## src/rtl/life_pkg.sv

```systemverilog
`default_nettype none
// ============================================================================
// Module   : life_pkg
// Brief    : Shared grid geometry, colour codes and FSM state encoding for
//            the Game-of-Life datapath.
// Revision : 1.0 - initial release
// ============================================================================
package life_pkg;

    localparam int GRID_DIM   = 16;
    localparam int COORD_W    = 4;
    localparam int GRID_CELLS = GRID_DIM * GRID_DIM;

    localparam logic [2:0] COL_DEAD = 3'b000;
    localparam logic [2:0] COL_LIVE = 3'b111;
    localparam logic [2:0] COL_BORN = 3'b010;

    localparam int STATE_W = 3;
    localparam logic [STATE_W-1:0] ST_IDLE  = 3'd0;
    localparam logic [STATE_W-1:0] ST_PLOT  = 3'd1;
    localparam logic [STATE_W-1:0] ST_WAIT  = 3'd2;
    localparam logic [STATE_W-1:0] ST_STEP  = 3'd3;
    localparam logic [STATE_W-1:0] ST_SWEEP = 3'd4;

endpackage
`default_nettype wire

```

## src/rtl/life_next_gen.sv

```systemverilog
`default_nettype none
// ============================================================================
// Module   : life_next_gen
// Brief    : Combinational B3/S23 generation step on a toroidal 16x16 grid.
//            Cell (x,y) lives at bit y*16+x. Optional LIFE_AGE_COLOUR_EN
//            adds a newborn vector output.
// Revision : 1.0 - initial release
// ============================================================================
module life_next_gen
    import life_pkg::*;
(
    input  logic [GRID_CELLS-1:0] grid,
`ifdef LIFE_AGE_COLOUR_EN
    output logic [GRID_CELLS-1:0] born,
`endif
    output logic [GRID_CELLS-1:0] next_grid
);

    for (genvar gy = 0; gy < GRID_DIM; gy++) begin : g_row
        for (genvar gx = 0; gx < GRID_DIM; gx++) begin : g_col
            // Neighbour coordinates wrap modulo the grid dimension.
            localparam int YM = (gy + GRID_DIM - 1) % GRID_DIM;
            localparam int YP = (gy + 1) % GRID_DIM;
            localparam int XM = (gx + GRID_DIM - 1) % GRID_DIM;
            localparam int XP = (gx + 1) % GRID_DIM;

            logic [3:0] w_cnt;
            assign w_cnt = 4'(grid[YM*GRID_DIM + XM]) + 4'(grid[YM*GRID_DIM + gx])
                         + 4'(grid[YM*GRID_DIM + XP]) + 4'(grid[gy*GRID_DIM + XM])
                         + 4'(grid[gy*GRID_DIM + XP]) + 4'(grid[YP*GRID_DIM + XM])
                         + 4'(grid[YP*GRID_DIM + gx]) + 4'(grid[YP*GRID_DIM + XP]);

            assign next_grid[gy*GRID_DIM + gx] = (w_cnt == 4'd3) ||
                                                 (grid[gy*GRID_DIM + gx] && (w_cnt == 4'd2));
`ifdef LIFE_AGE_COLOUR_EN
            assign born[gy*GRID_DIM + gx] = !grid[gy*GRID_DIM + gx] && (w_cnt == 4'd3);
`endif
        end
    end

endmodule
`default_nettype wire

```

## src/rtl/life_datapath.sv

```systemverilog
`default_nettype none
// ============================================================================
// Module   : life_datapath
// Brief    : Owns the 16x16 life grid, handles cell toggling and timed
//            generation stepping, and streams cells to the VGA plotter.
//            Optional macro LIFE_AGE_COLOUR_EN draws newborn cells in green.
// Revision : 1.0 - initial release
// ============================================================================
module life_datapath
    import life_pkg::*;
#(
    parameter int GEN_DIV = 1_000_000
) (
    input  logic                clock,
    input  logic                reset,
    input  logic                ldX,
    input  logic                ldY,
    input  logic                load,
    input  logic                start,
    input  logic [7:0]          loadVal,
    output logic [COORD_W-1:0]  plot_x,
    output logic [COORD_W-1:0]  plot_y,
    output logic [2:0]          plot_colour,
    output logic                plot,
    output logic                busy,
    output logic [15:0]         gen_count
);

    localparam int DIV_W = (GEN_DIV > 1) ? $clog2(GEN_DIV) : 1;
    localparam logic [DIV_W-1:0] DIV_LAST = DIV_W'(GEN_DIV - 1);

    logic [STATE_W-1:0]    r_state;
    logic [COORD_W-1:0]    r_x;
    logic [COORD_W-1:0]    r_y;
    logic [DIV_W-1:0]      r_div;
    logic [7:0]            r_scan;
    logic [GRID_CELLS-1:0] r_grid;
    logic [15:0]           r_gen;
    logic [GRID_CELLS-1:0] w_next;
    logic [7:0]            w_sel;
    logic [7:0]            w_idx;
    logic [2:0]            w_colour;
    logic                  w_unused_hi;

    assign w_unused_hi = ^loadVal[7:4];
    assign w_sel       = {r_y, r_x};

`ifdef LIFE_AGE_COLOUR_EN
    logic [GRID_CELLS-1:0] r_born;
    logic [GRID_CELLS-1:0] w_born;
`endif

    life_next_gen u_next_gen (
        .grid      (r_grid),
`ifdef LIFE_AGE_COLOUR_EN
        .born      (w_born),
`endif
        .next_grid (w_next)
    );

    always_ff @(posedge clock or negedge reset) begin
        if (!reset) begin
            r_state <= ST_IDLE;
            r_x     <= '0;
            r_y     <= '0;
            r_div   <= '0;
            r_scan  <= '0;
            r_grid  <= '0;
            r_gen   <= '0;
`ifdef LIFE_AGE_COLOUR_EN
            r_born  <= '0;
`endif
        end else begin
            if (ldX) r_x <= loadVal[3:0];
            if (ldY) r_y <= loadVal[3:0];

            case (r_state)
                ST_IDLE: begin
                    if (load) begin
                        r_grid[w_sel] <= ~r_grid[w_sel];
`ifdef LIFE_AGE_COLOUR_EN
                        r_born[w_sel] <= 1'b0;
`endif
                        r_state <= ST_PLOT;
                    end else if (start) begin
                        r_div   <= '0;
                        r_state <= ST_WAIT;
                    end
                end
                ST_PLOT: r_state <= ST_IDLE;
                ST_WAIT: begin
                    if (!start) begin
                        r_div   <= '0;
                        r_state <= ST_IDLE;
                    end else if (r_div == DIV_LAST) begin
                        r_div   <= '0;
                        r_state <= ST_STEP;
                    end else begin
                        r_div <= r_div + 1'b1;
                    end
                end
                ST_STEP: begin
                    r_grid  <= w_next;
`ifdef LIFE_AGE_COLOUR_EN
                    r_born  <= w_born;
`endif
                    r_gen   <= r_gen + 16'd1;
                    r_scan  <= '0;
                    r_state <= ST_SWEEP;
                end
                ST_SWEEP: begin
                    // The sweep always runs to completion; start only picks the exit.
                    r_scan <= r_scan + 8'd1;
                    if (r_scan == 8'hFF) r_state <= start ? ST_WAIT : ST_IDLE;
                end
                default: r_state <= ST_IDLE;
            endcase
        end
    end

    always_comb begin
        w_idx = (r_state == ST_SWEEP) ? r_scan : w_sel;
        if (!r_grid[w_idx])
            w_colour = COL_DEAD;
`ifdef LIFE_AGE_COLOUR_EN
        else if (r_born[w_idx])
            w_colour = COL_BORN;
`endif
        else
            w_colour = COL_LIVE;
    end

    always_comb begin
        plot        = 1'b0;
        plot_x      = '0;
        plot_y      = '0;
        plot_colour = COL_DEAD;
        case (r_state)
            ST_PLOT: begin
                plot        = 1'b1;
                plot_x      = r_x;
                plot_y      = r_y;
                plot_colour = w_colour;
            end
            ST_SWEEP: begin
                plot        = 1'b1;
                plot_x      = r_scan[3:0];
                plot_y      = r_scan[7:4];
                plot_colour = w_colour;
            end
            default: ;
        endcase
    end

    assign busy      = (r_state != ST_IDLE);
    assign gen_count = r_gen;

endmodule
`default_nettype wire

```

## config.mk

```make
export PLATFORM = sky130hd
export DESIGN_NAME = life_datapath
export DESIGN_NICKNAME = d
export VERILOG_FILES = /design/src/rtl/life_pkg.sv /design/src/rtl/life_next_gen.sv /design/src/rtl/life_datapath.sv
export SDC_FILE = /design/constraint.sdc
export NUM_CORES = 2
export LEC_CHECK = 0
export CAP_MARGIN = 10
export CORE_ASPECT_RATIO = 0.5
export CORE_MARGIN = 2
export CORE_UTILIZATION = 42
export CTS_BUF_LIST = sky130_fd_sc_hd__clkbuf_16
export DETAILED_ROUTE_END_ITERATION = 7
export PLACE_DENSITY = 0.59
export SETUP_SLACK_MARGIN = 0.2
export SKIP_CTS_REPAIR_TIMING = 1
export SYNTH_ARGS = -nofsm -noshare
export SYNTH_HDL_FRONTEND = slang
export SYNTH_SLANG_ARGS = --single-unit
```

## constraint.sdc

```tcl
create_clock -name clock -period 5.35 [get_ports clock]
set_clock_uncertainty 0.15 [all_clocks]
set_input_delay 1.07 -clock clock [delete_from_list [all_inputs] [get_ports clock]]
set_output_delay 1.07 -clock clock [all_outputs]
set_load 0.01 [all_outputs]
```

# After elaboration in Yosys (flattened, before gate mapping)
# Index checks and enable logic that the tools add are counted.
# word_totals
reg_bits	311
input_bits	14
output_inout_bits	29
word_cells	2880
# op_classes
addsub	1795
magnitude_cmp	3
n_eq_ne	524
mux	28
n_bitwise	1
reduce_logical	522
# op_table
op	n
adder 4 x 1 -> 4 bit	1536
== test 4 x 2 -> 1 bit (second input constant)	512
adder 1 x 1 -> 2 bit	256
case mux 256 bit (2 select lines)	1
logical AND 1 bit	257
bitwise mux 256 bit	1
logical OR 1 bit	256
two-way mux 256 bit	1
two-way mux 20 bit	4
case mux 20 bit (2 select lines)	1
two-way mux 3 bit	7
adder 20 x 1 -> 20 bit (second input constant)	1
== test 20 bit (second input constant)	1
< comparator 8 x 9 -> 1 bit (second input constant)	2
adder 16 x 1 -> 16 bit (second input constant)	1
binary-select mux 1 bit (select 8 bit)	2
case mux 4 bit (2 select lines)	2
case mux 8 bit (2 select lines)	1
case mux 3 bit (4 select lines)	1
adder 8 x 1 -> 8 bit (second input constant)	1
demux 1 bit (select 8 bit)	1
== test 8 bit (second input constant)	1
greater-or-equal comparator 8 x 1 -> 1 bit (second input constant)	1
two-way mux 8 bit	1
14 further kinds	25

# Logic depth before layout (Yosys ltp)
# logic_depth
ltp_word	11
mapped_depth	17
mapped_depth_nobuf	15

# Cells and area by module
# From an unflattened synthesis, not the netlist that was laid out.
# hier_totals
cells_unflattened	6613
hier_area_um2	61515.2
# by_module_without_submodules
mod	instances	cells_each	area_each_um2	seq_area_each_um2
life_next_gen	1	4350	41614.9	0.0
life_datapath	1	2263	19900.3	7782.5

# Least setup slack after synthesis
# Ideal clock, no wire load.
# synth_path
path_type	reg-to-output
startpoint	register r_x[0]
endpoint	output port plot_colour[1]
t_arrival_ns	3.473
t_required_ns	4.130
setup_slack_ns	0.657
stages_incl_launch_ff	16
n_path_buf	8
path_cell_list	dfrtp_1 > buf_4 > buf_6 > buf_8 > buf_6 > buf_2 > buf_2 > a21oi_1 > clkbuf_1 > nand2_1 > a32oi_1 > nand4_1 > nand4_1 > a21oi_1 > o41ai_1 > buf_4
# synth_between
elab_chain_cells	5
# synth_rtl
item	line	text
from (decl)	life_datapath.sv:33	logic [COORD_W-1:0] r_x;
from (signal assigned)	life_datapath.sv:74	if (ldX) r_x <= loadVal[3:0];
two-way mux 8 bit	life_datapath.sv:122	w_idx = (r_state == ST_SWEEP) ? r_scan : w_sel;
binary-select mux 1 bit (select 8 bit)	life_datapath.sv:123	if (!r_grid[w_idx])
two-way mux 1 bit (implied by the code)	life_datapath.sv:123	
two-way mux 3 bit	life_datapath.sv:123	
two-way mux 3 bit	life_datapath.sv:138	case (r_state)
to (decl)	life_datapath.sv:23	output logic [2:0] plot_colour,
# No other way between the ends. The select of a mux whose other input is x is not followed.

# Worst setup path after layout
# layout_path
startpoint	register r_state[0]
endpoint	output port plot_colour[1]
# layout_between
elab_chain_cells	6
word_cells_on_any_way	8
cone_classes	eq/ne (2); mux (5); reduce/logical (1)
# layout_rtl
item	line	text
from (decl)	life_datapath.sv:32	logic [STATE_W-1:0] r_state;
from (signal assigned)	life_datapath.sv:114	if (r_scan == 8'hFF) r_state <= start ? ST_WAIT : ST_IDLE;
== test 3 bit	life_datapath.sv:122, life_datapath.sv:138	
two-way mux 8 bit	life_datapath.sv:122	
binary-select mux 1 bit (select 8 bit)	life_datapath.sv:123	
two-way mux 1 bit (implied by the code)	life_datapath.sv:123	
two-way mux 3 bit	life_datapath.sv:123	
two-way mux 3 bit (*)	life_datapath.sv:138	
# Every way passes the cells marked *; elsewhere a longest branch is shown, timed or not. The select of a mux whose other input is x is not followed.

==> reports/metrics.cfg <==
[place]
routabilityCongestion = 1.021
port_buffers = 38
hpwl_um = 184700

[clocking]
clockBufferDepth = 3
clk_latency_ns = 0.66
cts_tree = built
clk_pin_slew_ns = 0.07
cts.sinks = 311
htree_levels = 2
cts_root_buf = clkbuf_16
numCtsBuffers = 42

[sta]
worst_pin_slew_ns = 1.383
setup-violations-final = 0
period_needed_ns = 5.200
period_share_pct = 97.20
rsz0062_at_grt = true
max_freq_ghz = 0.1923
hold_viol_final = 0
slew_viol_final = 0
relSlewSlack_pct = 7.589

[hold_path]
hp-start = gen_count[15]$_DFFE_PN0P_
hp-class = flop to flop
holdPathStages = 1
hold_path_end = gen_count[15]$_DFFE_PN0P_

[worst_setup_path]
start_kind = flop
cp_data_required_time_ns = 4.13
worstSetupStartpoint = r_state[0]$_DFFE_PN0P_
reg2reg_from = r_x[0]$_DFFE_PN0P_
reg2reg_slack_ns = 0.43
timing.rr.end = r_grid[65]$_DFFE_PN0P_
rr_worst_depth = 10
end_kind = primary output
crit_path_max_fanout = 6
critPathArrivalTime_ns = 3.98
path_class = flop to primary output

[final_layout]
seqCellArea_sq_um = 7792
drive_gt1_share_pct = 6.186
final_common_cell = inv_1
utilization_pct = 45.99
most-common-layout-cells = inv_1, fa_1, ha_1
nets = 9198
multi_input_area_sq_um = 48140
n_fill_cell = 14500
syn2layout_area_growth_pct = 8.834

[synthesis]
synth_edf_count = 0
synth.distinct_cells = 71
ys_async_sr_fraction_pct = 100.0
synth_area_leaders = fa_1, ha_1, dfrtp_1
syn_area_per_cell_sq_um = 8.797
yosys_warnings = 0
netlist_instances = 7279
synthesis.area_sq_um = 64030
synthFlopType = dfrtp_1
seq_area_frac_synth_pct = 12.15
syn_nets = 9088
yosys.area.top_type_share_pct = 32.02
synth.largest_area_cell = fa_1
synth_seq_cells = 311

[grt]
grtUsageTotal_pct = 31.97
grt_pass1_wl_um = 362000
globalRouteOverflowTotal = 0
antenna_found_initial = 23
grt_max_degree = 131
grt_pass1_vias = 52990

[floorplan]
core_area_sq_um = 151500
dieArea_sq_um = 155800
start_util_pct = 42.26
ioPinCount = 43
die_h_um = 280.1
rows = 101
die_w_um = 556.2

[drt]
drcViolationCount = 0
firstDrtPassIters = 6
wl_per_cell_um = 26.34
drtIter0Drc = 6712
via_per_inst = 5.865
dr_total_vias = 55360
drtAntennaViolNets = 0
wirelength_um = 248600

[run_status]
status = finished clean

[flow_run]
cap_violations = 0

-- Yosys cell counts, types with 28 or more instances --
master	n
nor2_1	602
a21oi_1	592
nand2_1	323
mux4_2	59
or4_1	28
o41ai_1	30
fa_1	1024
nand4_1	33
mux2i_1	39
o21ai_0	312
nor4_1	175
nor2b_1	107
inv_1	1956
ha_1	771
o22a_1	32
a2111oi_0	139
a31oi_1	156
clkbuf_1	140
nand3_1	44
dfrtp_1	311
nor3_1	54
o211ai_1	51
-- flip-flops by register name, summed over array words and instances (netlist names) --
register	count
r_x	4
r_scan	8
r_y	4
gen_count	16
r_grid	256
r_state	3
r_div	20
-- worst max path at each step --
stage	to	slack, ns	cells after the start
2_1_floorplan	plot_colour[1]	0.66	15
3_3_place_gp	plot_colour[2]	-0.31	12
3_5_place_dp	plot_colour[1]	-0.28	11
4_1_cts	plot_colour[1]	-1.01	12
5_1_grt	plot_colour[1]	0.05	12
6_report	plot_colour[1]	0.15	12
-- area by class of cell --
cell class                      instances  share of cell area (%)
Sequential cell                       311                   11.18
Timing Repair Buffer                  280                   3.650
Inverter                             1956                   10.54
Multi-Input combinational cell       4798                   69.09
Clock buffer                           42                   1.508
Tap cell                             2008                   3.605
Clock inverter                         33                  0.3914
Antenna cell                           11                 0.03950
-- stage by stage --
stage	cell area [sq um]	setup slack (ns)	instances	hold slack, ns	setup TNS (ns)
finish	69690	0.1497	9439	0.3144	0
global route	69660	0.05022	9430	0.3621	0
CTS	68950	-1.014	9380	0.3212	-3.029
detailed placement	67630	-0.2817	9305	0.3087	-0.8333
global placement	67630	-0.3094	9305	0.3054	-0.9266
floorplan	64030	0.6574	7279	0.3165	0
-- worst max-delay path, cell delays in order (launching register included) --
cell and delay [ns]:
dfrtp_1 0.41, or3b_4 0.47, buf_8 0.15, a21oi_4 0.34, buf_12 0.19, mux2i_1 0.07, a222oi_1 0.39, nand4_1 0.19
nand4_1 0.15, a21oi_2 0.08, o41ai_4 0.51, buf_4 0.23, buf_6 0.10
-- layer usage --
metal | share of wire, % | vias up | global-route usage (%)
met5 | 0.047 | - | 0
met4 | 4.6 | 18 | 13.04
met3 | 14 | 548 | 10.14
met2 | 41 | 3189 | 45.73
met1 | 41 | 27690 | 44.53
li1 | - | 23920 | -
-- cells by family (layout without fill, tap and decap cells) --
| family | after synthesis | in the layout | synth area share (%) |
|---|---|---|---|
| buffers and inverters | 2173 | 2311 | 13.14 |
| xor gates and xnor gates | 31 | 31 | 0.4240 |
| other | 0 | 11 | 0 |
| and+or+nand+nor | 1426 | 1427 | 10.32 |
| AOI/OAI and AO/OA | 1412 | 1414 | 13.18 |
| adders and majority gates | 1795 | 1795 | 47.08 |
| DFF | 311 | 311 | 12.15 |
| muxes | 131 | 131 | 3.707 |
Power is left out: the tool's default activity adds up to more than one toggle a clock period on the data nets, which glitch-free logic cannot reach.
